`src/rtl/riscv_pkg.sv`:
```
// ---------------------------------------------------------------------------
// riscv_pkg
// Shared core-wide definitions: datapath widths, register-file geometry,
// writeback requester indices and the writeback request record.
// No ports (package).
// ---------------------------------------------------------------------------
package riscv_pkg;

    localparam int XLEN       = 64;
    localparam int REG_ADDR_W = 5;
    localparam int NUM_REGS   = 32;

    // Writeback requester indices (slice position on the arbiter inputs).
    localparam int WB_ALU     = 0;
    localparam int WB_LSU     = 1;
    localparam int WB_MULDIV  = 2;
    localparam int NUM_WB_REQ = 3;

    typedef struct packed {
        logic                  valid;
        logic [REG_ADDR_W-1:0] rd;
        logic [XLEN-1:0]       data;
    } wb_req_t;

    // One-hot decode of a destination register; x0 never appears in the result
    // because a write to x0 has no architectural effect.
    function automatic logic [NUM_REGS-1:0] decodeRd(input logic [REG_ADDR_W-1:0] rd);
        decodeRd = '0;
        if (rd != '0) begin
            decodeRd[rd] = 1'b1;
        end
    endfunction

endpackage

```
`src/rtl/regfile_wb_arbiter_if.sv`:
```
// ---------------------------------------------------------------------------
// regfile_wb_arbiter_if
// Writeback request bus between the execute/memory units and the register
// file write-port arbiter. Slice i of each vector belongs to requester i.
//   req_valid  requester -> arbiter  requester i holds a completed result
//   req_rd     requester -> arbiter  destination register, REG_ADDR_W per slice
//   req_data   requester -> arbiter  result data, XLEN per slice
//   req_ready  arbiter -> requester  one-hot grant
// modport master: requester side; modport slave: arbiter side.
// ---------------------------------------------------------------------------
interface regfile_wb_arbiter_if #(
    parameter int NUM_REQ    = 3,
    parameter int XLEN       = 64,
    parameter int REG_ADDR_W = 5
);

    logic [NUM_REQ-1:0]            req_valid;
    logic [NUM_REQ*REG_ADDR_W-1:0] req_rd;
    logic [NUM_REQ*XLEN-1:0]       req_data;
    logic [NUM_REQ-1:0]            req_ready;

    modport master (
        output req_valid,
        output req_rd,
        output req_data,
        input  req_ready
    );

    modport slave (
        input  req_valid,
        input  req_rd,
        input  req_data,
        output req_ready
    );

endinterface

```
`src/rtl/regfile_wb_arbiter_rr.sv`:
```
// ---------------------------------------------------------------------------
// rr_arbiter
// Purely combinational round-robin arbiter. Scans req starting at index ptr,
// wrapping modulo N, and grants the first asserted request. Reusable for any
// N-way shared resource.
//   req  in   N      request vector
//   ptr  in   PTR_W  index with highest priority this cycle
//   gnt  out  N      one-hot grant, all-zero when no request is set
// ---------------------------------------------------------------------------
module rr_arbiter #(
    parameter int N     = 3,
    parameter int PTR_W = (N > 1) ? $clog2(N) : 1
) (
    input  logic [N-1:0]     req,
    input  logic [PTR_W-1:0] ptr,
    output logic [N-1:0]     gnt
);

    logic found;
    int   idx;

    always_comb begin
        // NOTE: every variable written here gets a default first, so no path
        // through the loop leaves one unassigned and infers a latch.
        gnt   = '0;
        found = 1'b0;
        idx   = 0;
        for (int off = 0; off < N; off++) begin
            idx = (int'(ptr) + off) % N;
            if (!found && req[idx]) begin
                gnt[idx] = 1'b1;
                found    = 1'b1;
            end
        end
    end

endmodule

```
`src/rtl/regfile_wb_arbiter.sv`:
```
// ---------------------------------------------------------------------------
// regfile_wb_arbiter
// Shares the single register-file write port among NUM_REQ writeback units
// (ALU, LSU, MULDIV) with round-robin valid/ready arbitration and a one-cycle
// registered output stage. Writes to x0 are consumed but never enabled.
// Also publishes the pending-destination mask used by decode for RAW stalls.
//   clk           in   1           rising-edge clock
//   rst           in   1           synchronous, active-high reset
//   wbReq         slave modport    req_valid / req_rd / req_data / req_ready
//   RegWrite      out  1           register file write enable
//   WriteReg      out  REG_ADDR_W  register file write index
//   WriteData     out  XLEN        register file write data
//   wb_src        out  IDX_W       requester whose write is on the port
//   pending_mask  out  32          register r has a write requested or in flight
// ---------------------------------------------------------------------------
module regfile_wb_arbiter #(
    parameter int NUM_REQ    = riscv_pkg::NUM_WB_REQ,
    parameter int XLEN       = riscv_pkg::XLEN,
    parameter int REG_ADDR_W = riscv_pkg::REG_ADDR_W,
    parameter int IDX_W      = 2
) (
    input  logic                  clk,
    input  logic                  rst,
    regfile_wb_arbiter_if.slave   wbReq,
    output logic                  RegWrite,
    output logic [REG_ADDR_W-1:0] WriteReg,
    output logic [XLEN-1:0]       WriteData,
    output logic [IDX_W-1:0]      wb_src,
    output logic [31:0]           pending_mask
);

    import riscv_pkg::*;

    logic [IDX_W-1:0]      rrPtr;
    logic [IDX_W-1:0]      rrPtrNext;
    logic [NUM_REQ-1:0]    grant;
    logic [NUM_REQ-1:0]    accept;
    logic                  anyAccept;
    logic [IDX_W-1:0]      grantIdx;
    logic [REG_ADDR_W-1:0] grantRd;
    logic [XLEN-1:0]       grantData;

    rr_arbiter #(
        .N     (NUM_REQ),
        .PTR_W (IDX_W)
    ) u_rrArbiter (
        .req (wbReq.req_valid),
        .ptr (rrPtr),
        .gnt (grant)
    );

    // Grants are withheld during reset so nothing is consumed that the
    // reset is about to discard.
    assign wbReq.req_ready = rst ? '0 : grant;
    assign accept          = wbReq.req_ready & wbReq.req_valid;
    assign anyAccept       = |accept;

    // Mux the accepted requester's payload onto the output-stage inputs.
    always_comb begin
        grantIdx  = '0;
        grantRd   = '0;
        grantData = '0;
        for (int i = 0; i < NUM_REQ; i++) begin
            if (accept[i]) begin
                grantIdx  = IDX_W'(i);
                grantRd   = wbReq.req_rd[i*REG_ADDR_W +: REG_ADDR_W];
                grantData = wbReq.req_data[i*XLEN +: XLEN];
            end
        end
    end

    // With NUM_REQ = 1 this always evaluates to 0, pinning the pointer.
    assign rrPtrNext = IDX_W'((int'(grantIdx) + 1) % NUM_REQ);

    always_ff @(posedge clk) begin
        // NOTE: state is updated with non-blocking assignments so every
        // register samples pre-edge values regardless of statement order.
        if (rst) begin
            RegWrite  <= 1'b0;
            WriteReg  <= '0;
            WriteData <= '0;
            wb_src    <= '0;
            rrPtr     <= '0;
        end else begin
            RegWrite <= anyAccept && (grantRd != '0);
            if (anyAccept) begin
                WriteReg  <= grantRd;
                WriteData <= grantData;
                wb_src    <= grantIdx;
                rrPtr     <= rrPtrNext;
            end
        end
    end

    // Requested destinations plus the write currently on the port. The
    // in-flight term is masked during reset since that write is being dropped.
    always_comb begin
        pending_mask = '0;
        for (int i = 0; i < NUM_REQ; i++) begin
            if (wbReq.req_valid[i]) begin
                pending_mask = pending_mask | decodeRd(wbReq.req_rd[i*REG_ADDR_W +: REG_ADDR_W]);
            end
        end
        if (RegWrite && !rst) begin
            pending_mask = pending_mask | decodeRd(WriteReg);
        end
        pending_mask[0] = 1'b0;
    end

endmodule

```
`src/flat_wrapper.sv`:
```
// flat-port wrapper written by rule: the top's interface ports become plain ports
module regfile_wb_arbiter_flat import riscv_pkg::*;
#(
    parameter int NUM_REQ    = riscv_pkg::NUM_WB_REQ,
    parameter int XLEN       = riscv_pkg::XLEN,
    parameter int REG_ADDR_W = riscv_pkg::REG_ADDR_W,
    parameter int IDX_W      = 2
)
  (clk, rst, RegWrite, WriteReg, WriteData, wb_src, pending_mask, wbReq_req_valid, wbReq_req_rd, wbReq_req_data, wbReq_req_ready);
  regfile_wb_arbiter_if #(.NUM_REQ(NUM_REQ), .XLEN(XLEN), .REG_ADDR_W(REG_ADDR_W)) wbReq_i ();
  input  logic clk;
  input  logic rst;
  output logic RegWrite;
  output logic [REG_ADDR_W-1:0] WriteReg;
  output logic [XLEN-1:0] WriteData;
  output logic [IDX_W-1:0] wb_src;
  output logic [31:0] pending_mask;
  input wire logic [$bits(wbReq_i.req_valid)-1:0] wbReq_req_valid;
  input wire logic [$bits(wbReq_i.req_rd)-1:0] wbReq_req_rd;
  input wire logic [$bits(wbReq_i.req_data)-1:0] wbReq_req_data;
  output wire logic [$bits(wbReq_i.req_ready)-1:0] wbReq_req_ready;
  assign wbReq_i.req_valid = wbReq_req_valid;
  assign wbReq_i.req_rd = wbReq_req_rd;
  assign wbReq_i.req_data = wbReq_req_data;
  assign wbReq_req_ready = wbReq_i.req_ready;
  regfile_wb_arbiter #(.NUM_REQ(NUM_REQ), .XLEN(XLEN), .REG_ADDR_W(REG_ADDR_W), .IDX_W(IDX_W)) u_core (.clk(clk), .rst(rst), .wbReq(wbReq_i), .RegWrite(RegWrite), .WriteReg(WriteReg), .WriteData(WriteData), .wb_src(wb_src), .pending_mask(pending_mask));
endmodule
```
`config.mk`:
```
export PLATFORM = sky130hd
export DESIGN_NAME = regfile_wb_arbiter_flat
export DESIGN_NICKNAME = d
export VERILOG_FILES = /design/src/rtl/riscv_pkg.sv /design/src/rtl/regfile_wb_arbiter_if.sv /design/src/rtl/regfile_wb_arbiter_rr.sv /design/src/rtl/regfile_wb_arbiter.sv /design/src/flat_wrapper.sv
export SDC_FILE = /design/constraint.sdc
export NUM_CORES = 1
export LEC_CHECK = 0
export CAP_MARGIN = 10
export CORE_MARGIN = 2
export CORE_UTILIZATION = 25
export DETAILED_ROUTE_END_ITERATION = 10
export PLACE_DENSITY = 0.55
export SLEW_MARGIN = 20
export SYNTH_ARGS = -nofsm -noshare
export SYNTH_HDL_FRONTEND = slang
export SYNTH_SLANG_ARGS = --single-unit
```
`constraint.sdc`:
```
create_clock -name clk -period 3.5 [get_ports clk]
set_clock_uncertainty 0.05 [all_clocks]
set_input_delay 0.525 -clock clk [delete_from_list [all_inputs] [get_ports clk]]
set_output_delay 0.525 -clock clk [all_outputs]
set_load 0.005 [all_outputs]
```
### Yosys cells after proc, flatten, opt, wreduce, memory -nomap -nowiden

Cells that the tools add are included.

* register bits: 74
* input bits: 212
* output and inout port bits: 107
* word-level logic and storage cells: 100

* add/subtract/negate cells: 3
* divide/modulo/power cells: 4
* $lt $le $gt $ge: 14
* muxes and demuxes: 48
* bitwise gates (word level): 6
* reduce and logical (&&, ||, !) cells: 20

Operators by type and width (number)
* 32-bit 2-to-1 mux: 11
* 64-bit 2-to-1 mux: 3
* 32-bit by 1-bit greater-or-equal comparator with 1-bit output, second input constant: 3
* 32-bit by 4-bit < comparator with 1-bit output, second input constant: 3
* 32-bit by 3-bit modulo with 32-bit output, second input constant: 3
* 32-bit bitwise OR: 3
* 3-bit by 3-bit modulo with 32-bit output, second input constant: 1
* 5-bit nonzero test: 5
* 5-bit by 6-bit < comparator with 1-bit output, second input constant: 4
* 1-bit demux with 5-bit select: 4
* 5-bit by 1-bit greater-or-equal comparator with 1-bit output, second input constant: 4
* 1-bit 2-to-1 mux: 16
* 5-bit 2-to-1 mux: 3
* 3-bit 2-to-1 mux: 4
* 1-bit logical AND: 11
* 2-bit by 1-bit adder with 3-bit output, second input constant: 2
* 1-bit binary-select mux with 2-bit select: 3
* 1-bit demux with 2-bit select: 3
* 3-bit bitwise OR: 2
* 2-bit by 2-bit adder with 3-bit output, second input constant: 1
* 3-bit AND: 1
* 1-bit zero test: 3
* 3-bit OR reduction: 1
* 2-bit 2-to-1 mux: 1

### Depth between registers and ports, before layout

Gate-level depths: netlist of run 1.

* depth in word-level cells: 18
* gate-level depth with buffers: 13
* gate-level depth less buffers: 9

### Cells and area by module

A second synthesis of run 1 with hierarchy kept.

* cells, all modules: 625
* area total of the unflattened synthesis: 4784.6 um^2

Modules (own cells, without submodules)
* regfile_wb_arbiter: times used 1, cells an instance 590, area an instance 4519.3 um^2, sequential area each 1461.4 um^2
* rr_arbiter: times used 1, cells an instance 35, area an instance 265.3 um^2, sequential area each 0.0 um^2

### Least setup slack after synthesis of run 1

OpenSTA, ideal clock, no wires.

* path kind: reg-to-reg
* start: register u_core.wb_src[0] (netlist name)
* end: register u_core.WriteData[40]
* setup time: 0.122 ns
* data arrival time: 2.338 ns
* data required time: 3.328 ns
* path slack: 0.990 ns
* cell stages (with the launch flop): 10
* path buffers: 2
* clock period less this slack: 2.510 ns
* cells stage by stage: dfxtp_1 > inv_1 > ha_1 > or2_2 > o221a_4 > or2_1 > buf_6 > and4b_1 > buf_6 > a221o_1

RTL lines
* end signal, assigned: RTL line regfile_wb_arbiter.sv:88 `WriteData <= grantData;`
* end, declared: RTL line regfile_wb_arbiter.sv:27 `output logic [XLEN-1:0] WriteData,`

### Worst setup path after layout of run 1

* start: input port wbReq_req_valid[2]
* end: output port wbReq_req_ready[0]

* longest elaborated chain between the ends: 11
* elaborated cells between the ends (all ways): 21
* classes of those cells: 15 x mux; 2 x bitwise; 4 x reduce/logical

Ends and longest elaborated chain
* start, declared: RTL line flat_wrapper.sv:18 `input wire logic [$bits(wbReq_i.req_valid)-1:0] wbReq_req_valid;`
* 1-bit binary-select mux with 2-bit select: RTL line regfile_wb_arbiter_rr.sv:30 `if (!found && req[idx]) begin`
* 1-bit 2-to-1 mux (implied by the code) (2 in a row): RTL line regfile_wb_arbiter_rr.sv:30
* 1-bit 2-to-1 mux: RTL line regfile_wb_arbiter_rr.sv:30
* 1-bit zero test: RTL line regfile_wb_arbiter_rr.sv:30
* 1-bit logical AND: RTL line regfile_wb_arbiter_rr.sv:30
* 1-bit 2-to-1 mux: RTL line regfile_wb_arbiter_rr.sv:30
* 1-bit zero test: RTL line regfile_wb_arbiter_rr.sv:30
* 1-bit logical AND: RTL line regfile_wb_arbiter_rr.sv:30
* 3-bit 2-to-1 mux (*): RTL line regfile_wb_arbiter_rr.sv:30
* 3-bit 2-to-1 mux (*): RTL line regfile_wb_arbiter.sv:54 `assign wbReq.req_ready = rst ? '0 : grant;`
* end, declared: RTL line flat_wrapper.sv:21 `output wire logic [$bits(wbReq_i.req_ready)-1:0] wbReq_req_ready;`

Mark *: on every way between the ends. The rest lies on a longest branch, timed or not. The select of a mux whose other input is x is not followed.

==> results.toml, run 1 <==
[synthesis]
synthTopCellsByArea = "dfxtp_1 26%, nor4_2 13%, nor2_1 13%, o21a_1 8.2%, nor3_1 6.5%"
synth.ff_latch_count = 73
synth-edff-count = 0
synth_area_mm2 = 0.00566
synth_fp_nets = 975
yosysSeqAreaShare_pct = 25.8
synth_area_per_cell_um2 = 7.46
synth.distinct_cells = 52
synth_top_area_share_pct = 25.8
synth_ff_type = "dfxtp_1"
yosysTopAreaCell = "dfxtp_1"
yosys_warnings = 0
postSynth.asyncResetShare_pct = 0
synthCells = 759

[run_status]
status = "completed"

[routing]
drc = 0
vias_per_cell = 5.01
wl_per_cell_um = 18.7
wl_met2_um = 11600
antenna_left = 0
route.layer.met1.wl_um = 11300
highest_layer = "met4"
vias = 6733
drt-initial-drc-count = 365
wl_met3_um = 1740
dr.pass1.iters = 5
routed_wl_um = 25100

[timing]
max_clock_freq_ghz = 0.305
holdWs_ps = 397
period_minus_slack_ps = 3280
finalCritPeriodShare_pct = 93.6
tightestPinTransition_ps = 867
hold_violations = 0
drv_slew = 0
rsz0062_at_grt = "false"
finalSetupViolCount = 0
setup_tns_ps = 0
max_slew_margin_pct = 42.2

[worst_setup_path]
crit_path_end_kind = "primary output"
cp-start-kind = "input port"
rr_endpoint = "u_core.WriteData[43]"
worstPathRequired_ps = 2920
critPathLaunch = "wbReq_req_valid[2]"
worstPathArrival_ps = 2700
crit_fanout = 12
r2r-start = "u_core.wb_src[0]"
r2r_slack_ps = 480
worst_r2r_path_depth = 11
worstSetupPathType = "input port to primary output"

[worst_hold_path]
hp-class = "register to register"
whs_endpoint = "u_core.wb_src[1]"
hp-start = "u_core.wb_src[1]"
hold_depth = 2

[cts]
numCtsBuffers = 9
htreeDepth = 3
clk_pin_slew_ps = 60
cts_tree = "done"
cts_resized = 0
cts_sinks = 73
clk_latency_ps = 330
cts_hold_buf = 0
ctsRootBufferMaster = "clkbuf_16"
cts_setup_buffers = 0
cts_buffer_depth = 2

[flow_run]
cap_violations = 0

[floorplanning]
die_area_mm2 = 0.0239
initial_core_util_pct = 25.2
die_w_um = 154
top_level_ports = 319
core_mm2 = 0.0224
die_h_um = 154
rows = 55

[placed_design]
gp_congestion = 0.885
numPortBuffers = 317
dpl.hpwl_um = 18600
dp_cells = 1326

[finish]
stdcell_count = 1343
drive_gt1_share_pct = 10.9
final_cell_mix = "316 x clkdlybuf4s50_1, 200 x nor2_1, 73 x nor3_1, 73 x dfxtp_1, 62 x o21a_1"
synthToLayoutAreaGrowth_pct = 65.6
multi_input_area_mm2 = 0.00380
nets = 1268
seqCellArea_mm2 = 0.00146
n_fill_cell = 2294
mostFrequentLayoutCell = "clkdlybuf4s50_1"

[grt]
grt_overflow = 0
grt_pass1_wl_um = 37600
grtUsageTotal_pct = 20.1
antenna_found_initial = 1
grt_max_degree = 62
grt_pass1_vias = 6507

[power_and_ir_drop]
irDropWorstVdd_v = 0.000182
p_leak_nw = 3.39
powerDensity_mw_per_mm2 = 421
report_power, final:
group | internal [W] | switching, W | total (W)
Combinational | 0.000991 | 0.000893 | 0.00188
Sequential | 0.00104 | 0.000144 | 0.00118
Clock | 0.000482 | 0.000399 | 0.000881
Total | 0.00251 | 0.00144 | 0.00395
worst max-delay path by stage:
stage	endpoint	slack, ps	cells after the start
after global routing	wbReq_req_ready[0]	40	7
after global placement	u_core.WriteData[0]	180	10
after detailed placement	u_core.WriteData[10]	120	10
final	wbReq_req_ready[0]	220	7
after CTS	wbReq_req_ready[0]	240	7
after floorplan	u_core.WriteData[40]	990	9
final cells by class:
class,instances,share of cell area (%)
diodes,1,0.0267
clock buffers,10,2.44
clock inverters,6,0.454
inverters,10,0.400
multi-input cells,615,40.6
flip-flops and latches,73,15.6
well taps,285,3.80
repair buffers,343,36.7
critical path: stages:
cell and delay [ps]:
clkdlybuf4s50_1 570, mux2i_1 210, o21a_1 420, o211ai_1 240, a21oi_1 220, nor2_1 60
clkdlybuf4s50_1 450
cell usage after synthesis (3+ instances only):
cell / n
buf_6: 11
o21a_1: 62
clkbuf_1: 17
buf_2: 29
o21ai_0: 37
nor2b_1: 6
nor2_1: 200
nand2_1: 35
and3_1: 5
nor3_1: 73
nand2b_1: 3
o22ai_1: 3
inv_1: 10
a21oi_1: 35
ha_1: 4
dfxtp_1: 73
a22o_1: 34
buf_4: 3
nor4_2: 61
nor3b_1: 13
and3b_1: 6
per-stage QoR:
step | total power (W) | worst slack, ps | util, % | area [um^2]
after floorplan | 0.00212 | 990 | - | 5660
after global placement | 0.00309 | 179 | 40.6 | 9100
after detailed placement | 0.00310 | 117 | 40.6 | 9100
after CTS | 0.00401 | 241 | 41.8 | 9370
after global routing | 0.00421 | 38.4 | 41.8 | 9370
final | 0.00395 | 223 | 41.8 | 9370
flip-flops by register name, summed over array words and instances (netlist names):
name and flops:
u_core.RegWrite 1, u_core.wb_src 2, u_core.WriteReg 5, u_core.WriteData 64
u_core.rrPtr 1
logic make-up after synthesis:
family                   after synthesis  share of synthesized area, %
multiplexers                           3                         0.597
buffers and inverters                 71                          7.01
AO/OA/AOI/OAI                        189                          23.7
AND/OR/NAND/NOR                      418                          41.9
adder cells (fa/ha/maj)                4                         0.884
other                                  1                        0.0662
flip-flops                            73                          25.8
routing by layer:
metal | GRT usage [%] | vias up
li1 | - | 3305
met1 | 27.1 | 3125
met2 | 32.3 | 274
met3 | 4.31 | 29
met4 | 5.82 | 0
met5 | 0 | -
Note: power is estimated with default switching activity, not from simulation.
==> inputs of run 2 (changes only) <==
--- a/config.mk
+++ b/config.mk
@@ -9,6 +9,7 @@
 export CORE_MARGIN = 2
 export CORE_UTILIZATION = 25
 export DETAILED_ROUTE_END_ITERATION = 10
+export MAX_ROUTING_LAYER = met4
 export PLACE_DENSITY = 0.55
 export SLEW_MARGIN = 20
 export SYNTH_ARGS = -nofsm -noshare
==> results.toml, run 2 (synthesis results as in run 1) <==
[placed_design]
numPortBuffers = 317
placed_area_mm2 = 0.00914
preCtsSetupSlack_ps = 202
dpl.hpwl_um = 18700
gp_congestion = 0.907
dp_cells = 1331

[finish]
mostFrequentLayoutCell = "clkdlybuf4s50_1"
largest_register_ffs = 64
stdcell_count = 1348
multi_input_area_mm2 = 0.00380
reg_top3 = "u_core.WriteData (64), u_core.WriteReg (5), u_core.wb_src (2)"
n_fill_cell = 2285
final_cell_mix = "316 x clkdlybuf4s50_1, 200 x nor2_1, 73 x nor3_1, 73 x dfxtp_1, 62 x o21a_1"
drive_gt1_share_pct = 11.3
top_register = "u_core.WriteData"
final_cell_area_mm2 = 0.00946
synthToLayoutAreaGrowth_pct = 67.1
nets = 1273
seqCellArea_mm2 = 0.00146

[cts]
cts_sinks = 73
numCtsBuffers = 9
htreeDepth = 3
clk_pin_slew_ps = 60
cts_hold_buf = 0
cts_tree = "done"
ctsRootBufferMaster = "clkbuf_16"
clk_latency_ps = 330
cts_buffer_depth = 2
cts_setup_buffers = 0
cts_resized = 0

[worst_setup_path]
worstPathArrival_ps = 2620
worstSetupPathType = "input port to primary output"
crit_fanout = 5
worstPathRequired_ps = 2920
cp-start-kind = "input port"
crit_path_end_kind = "primary output"
r2r_slack_ps = 570
worst_r2r_path_depth = 11

[timing]
max_slew_margin_pct = 43.9
hold_violations = 0
max_clock_freq_ghz = 0.313
tightestPinTransition_ps = 842
setup_tns_ps = 0
finalCritPeriodShare_pct = 91.2
rsz0062_at_grt = "false"
finalSetupViolCount = 0
period_minus_slack_ps = 3190
setup_slack_ps = 307
drv_slew = 0

[routing]
drc = 0
route.layer.met1.wl_um = 11400
vias_per_cell = 5.07
highest_layer = "met4"
vias = 6830
wl_per_cell_um = 18.6
drt-initial-drc-count = 393
dr.pass1.iters = 5
routed_wl_um = 25000
wl_met2_um = 11500
wl_met3_um = 1730
antenna_left = 0

[grt]
grt_max_degree = 62
grt_pass1_wl_um = 37700
grt_pass1_vias = 6520
grtUsageTotal_pct = 20.5
grt_overflow = 0
antenna_found_initial = 1

[floorplanning]
top_level_ports = 319
die_area_mm2 = 0.0239
die_h_um = 154
die_w_um = 154
initial_core_util_pct = 25.2
core_mm2 = 0.0224
rows = 55

[power_and_ir_drop]
irDropWorstVdd_v = 0.000245
powerDensity_mw_per_mm2 = 434
p_leak_nw = 3.43

[run_status]
status = "completed"

[flow_run]
cap_violations = 0

[worst_hold_path]
hp-class = "register to register"
hold_depth = 2
[run 2: cell count changes in the layout (fill, tap and decap cells not counted)]
cell,delta
clkinvlp_4,-1
clkinv_2,-1
bufinv_16,+2
buf_4,+5
[run 2: routing by layer]
layer	vias to the layer above	GRT usage [%]
li1	3304	-
met1	3201	27.8
met2	299	32.1
met3	26	3.50
met4	0	4.45
met5	-	-
[run 2: critical path, stage by stage]
cell,delay [ps]
clkdlybuf4s50_1,570
inv_1,140
nor3_1,470
a22o_1,210
a21oi_1,50
o21ai_0,110
clkdlybuf4s50_1,550
[run 2: through the flow]
step / utilization [%] / total power [W] / hold slack [ps]
floorplan: - / 0.00212 / 389
global placement: 40.7 / 0.00310 / 383
detailed placement: 40.7 / 0.00310 / 391
CTS: 42.2 / 0.00416 / 404
global route: 42.2 / 0.00436 / 440
finish: 42.2 / 0.00411 / 400
[run 2: report_power, final]
part,internal (W),switching (W)
Clock,0.000628,0.000401
Combinational,0.00100,0.000896
Sequential,0.00104,0.000142
Total,0.00267,0.00144
[run 2: final timing paths]
| path | start | to |
|---|---|---|
| max reg2reg | u_core.wb_src[0] | u_core.WriteData[18] |
| min reg2reg | u_core.wb_src[1] | u_core.wb_src[1] |
| max | wbReq_req_rd[7] | pending_mask[7] |
| min | u_core.wb_src[1] | u_core.wb_src[1] |
[run 2: cell type report]
class	count	area share, %
Inverter	10	0.397
Timing Repair Buffer	348	36.8
Tap cell	285	3.77
Antenna cell	1	0.0265
Clock inverter	6	0.952
Sequential cell	73	15.4
Clock buffer	10	2.42
Multi-Input combinational cell	615	40.2
==> inputs of run 3 (changes only) <==
--- a/config.mk
+++ b/config.mk
@@ -7,10 +7,10 @@
 export LEC_CHECK = 0
 export CAP_MARGIN = 10
 export CORE_MARGIN = 2
-export CORE_UTILIZATION = 25
+export CORE_UTILIZATION = 40
 export DETAILED_ROUTE_END_ITERATION = 10
 export MAX_ROUTING_LAYER = met4
-export PLACE_DENSITY = 0.55
+export PLACE_DENSITY = 0.82
 export SLEW_MARGIN = 20
 export SYNTH_ARGS = -nofsm -noshare
 export SYNTH_HDL_FRONTEND = slang
==> results.toml, run 3 (synthesis results as in run 1) <==
[timing]
period_minus_slack_ps = 3210
tightestPinTransition_ps = 795
setup_tns_ps = 0
finalCritPeriodShare_pct = 91.6
hold_violations = 0
rsz0062_at_grt = "false"
max_clock_freq_ghz = 0.312
drv_slew = 0
max_slew_margin_pct = 47.0
finalSetupViolCount = 0

[finish]
mostFrequentLayoutCell = "clkdlybuf4s50_1"
largest_register_ffs = 64
final_cell_mix = "316 x clkdlybuf4s50_1, 200 x nor2_1, 73 x nor3_1, 73 x dfxtp_1, 62 x o21a_1"
reg_top3 = "u_core.WriteData (64), u_core.WriteReg (5), u_core.wb_src (2)"
final_cell_area_mm2 = 0.00929
drive_gt1_share_pct = 10.6
nets = 1266
synthToLayoutAreaGrowth_pct = 64.0
n_antenna_cell = 0
top_register = "u_core.WriteData"

[worst_setup_path]
worstPathRequired_ps = 2920
worstPathArrival_ps = 2630
r2r_slack_ps = 670
cp-start-kind = "input port"
crit_path_frequent_cell = "clkdlybuf4s50_1"
crit_path_cell_trace = "clkdlybuf4s50_1, nor3b_1, a22o_1, a21oi_1, o21ai_0, clkdlybuf4s50_1"
crit_path_end_kind = "primary output"
worstSetupPathType = "input port to primary output"
critPathMaxStageDelay_ps = 700
crit_slowest_cell = "clkdlybuf4s50_1"
crit_fanout = 9

[grt]
grt_max_degree = 65
grt_overflow = 0
grt_pass1_wl_um = 34000
antenna_found_initial = 0
grtUsageTotal_pct = 29.4
grt_pass1_vias = 6339

[cts]
numCtsBuffers = 9
cts_tree = "done"
ctsRootBufferMaster = "clkbuf_16"
cts_hold_buf = 0
clk_latency_ps = 330
cts_setup_buffers = 0
clk_pin_slew_ps = 60
cts_resized = 0
cts_buffer_depth = 2
htreeDepth = 3
cts_sinks = 73

[power_and_ir_drop]
irDropWorstVdd_v = 0.000271
powerDensity_mw_per_mm2 = 441
p_leak_nw = 3.41

[routing]
drt-initial-drc-count = 734
vias = 7022
dr.pass1.iters = 9
routed_wl_um = 23100
antenna_left = 0
wl_per_cell_um = 18.7
drc = 0
vias_per_cell = 5.69

[run_status]
status = "completed"

[floorplanning]
core_mm2 = 0.0138
top_level_ports = 319
die_h_um = 123
die_area_mm2 = 0.0151
initial_core_util_pct = 40.9
rows = 43
die_w_um = 123

[placed_design]
gp_congestion = 1.09
numPortBuffers = 317
placed_area_mm2 = 0.00897
dpl.hpwl_um = 17100

[worst_hold_path]
hp-class = "register to register"

[flow_run]
cap_violations = 0
run 3: worst paths after layout:
| path | start | end | cells after the start |
|---|---|---|---|
| worst max-delay path | wbReq_req_rd[4] | pending_mask[16] | 6 |
| worst min-delay path | u_core.wb_src[1] | u_core.wb_src[1] | 2 |
| worst max register to register | u_core.wb_src[0] | u_core.WriteData[55] | 11 |
| worst min register to register | u_core.wb_src[1] | u_core.wb_src[1] | 2 |
run 3: layer usage:
layer	vias to the layer above	GRT usage [%]	wire length [um]	share of wire, %
met5	-	-	0	0
met4	0	12.8	1110	4.8
met3	85	8.07	2520	11
met2	375	46.3	10500	46
met1	3271	35.4	8890	39
li1	3291	-	-	-
run 3: final cells by class:
| type | instances | area (um^2) |
|---|---|---|
| timing repair buffer | 341 | 3440 |
| inverter | 10 | 37.5 |
| multi-input combinational | 615 | 3800 |
| clock buffer | 11 | 243 |
| fill | 1180 | 4540 |
| sequential | 73 | 1460 |
| tap | 180 | 225 |
| clock inverter | 4 | 76.3 |
run 3: metrics by stage:
stage | total power [W] | utilization [%] | std cells | setup WS, ps | hold WS [ps]
after floorplan | 0.00212 | - | 759 | 990 | 389
after global placement | 0.00305 | 64.8 | 1219 | 359 | 380
after detailed placement | 0.00308 | 64.8 | 1219 | 287 | 386
after CTS | 0.00411 | 67.2 | 1234 | 324 | 401
after global routing | 0.00431 | 67.2 | 1234 | 157 | 409
final | 0.00409 | 67.2 | 1234 | 294 | 401
run 3: power breakdown:
group	total (W)	switching, W	internal (W)
Combinational	0.00190	0.000903	0.000996
Sequential	0.00118	0.000136	0.00104
Clock	0.00102	0.000376	0.000643
run 3: worst max-delay path: cells and delay by family:
family	cells	cell delay (ps)
buffers and inverters	2	1250
AND/OR/NAND/NOR	1	470
AO/OA/AOI/OAI	3	390
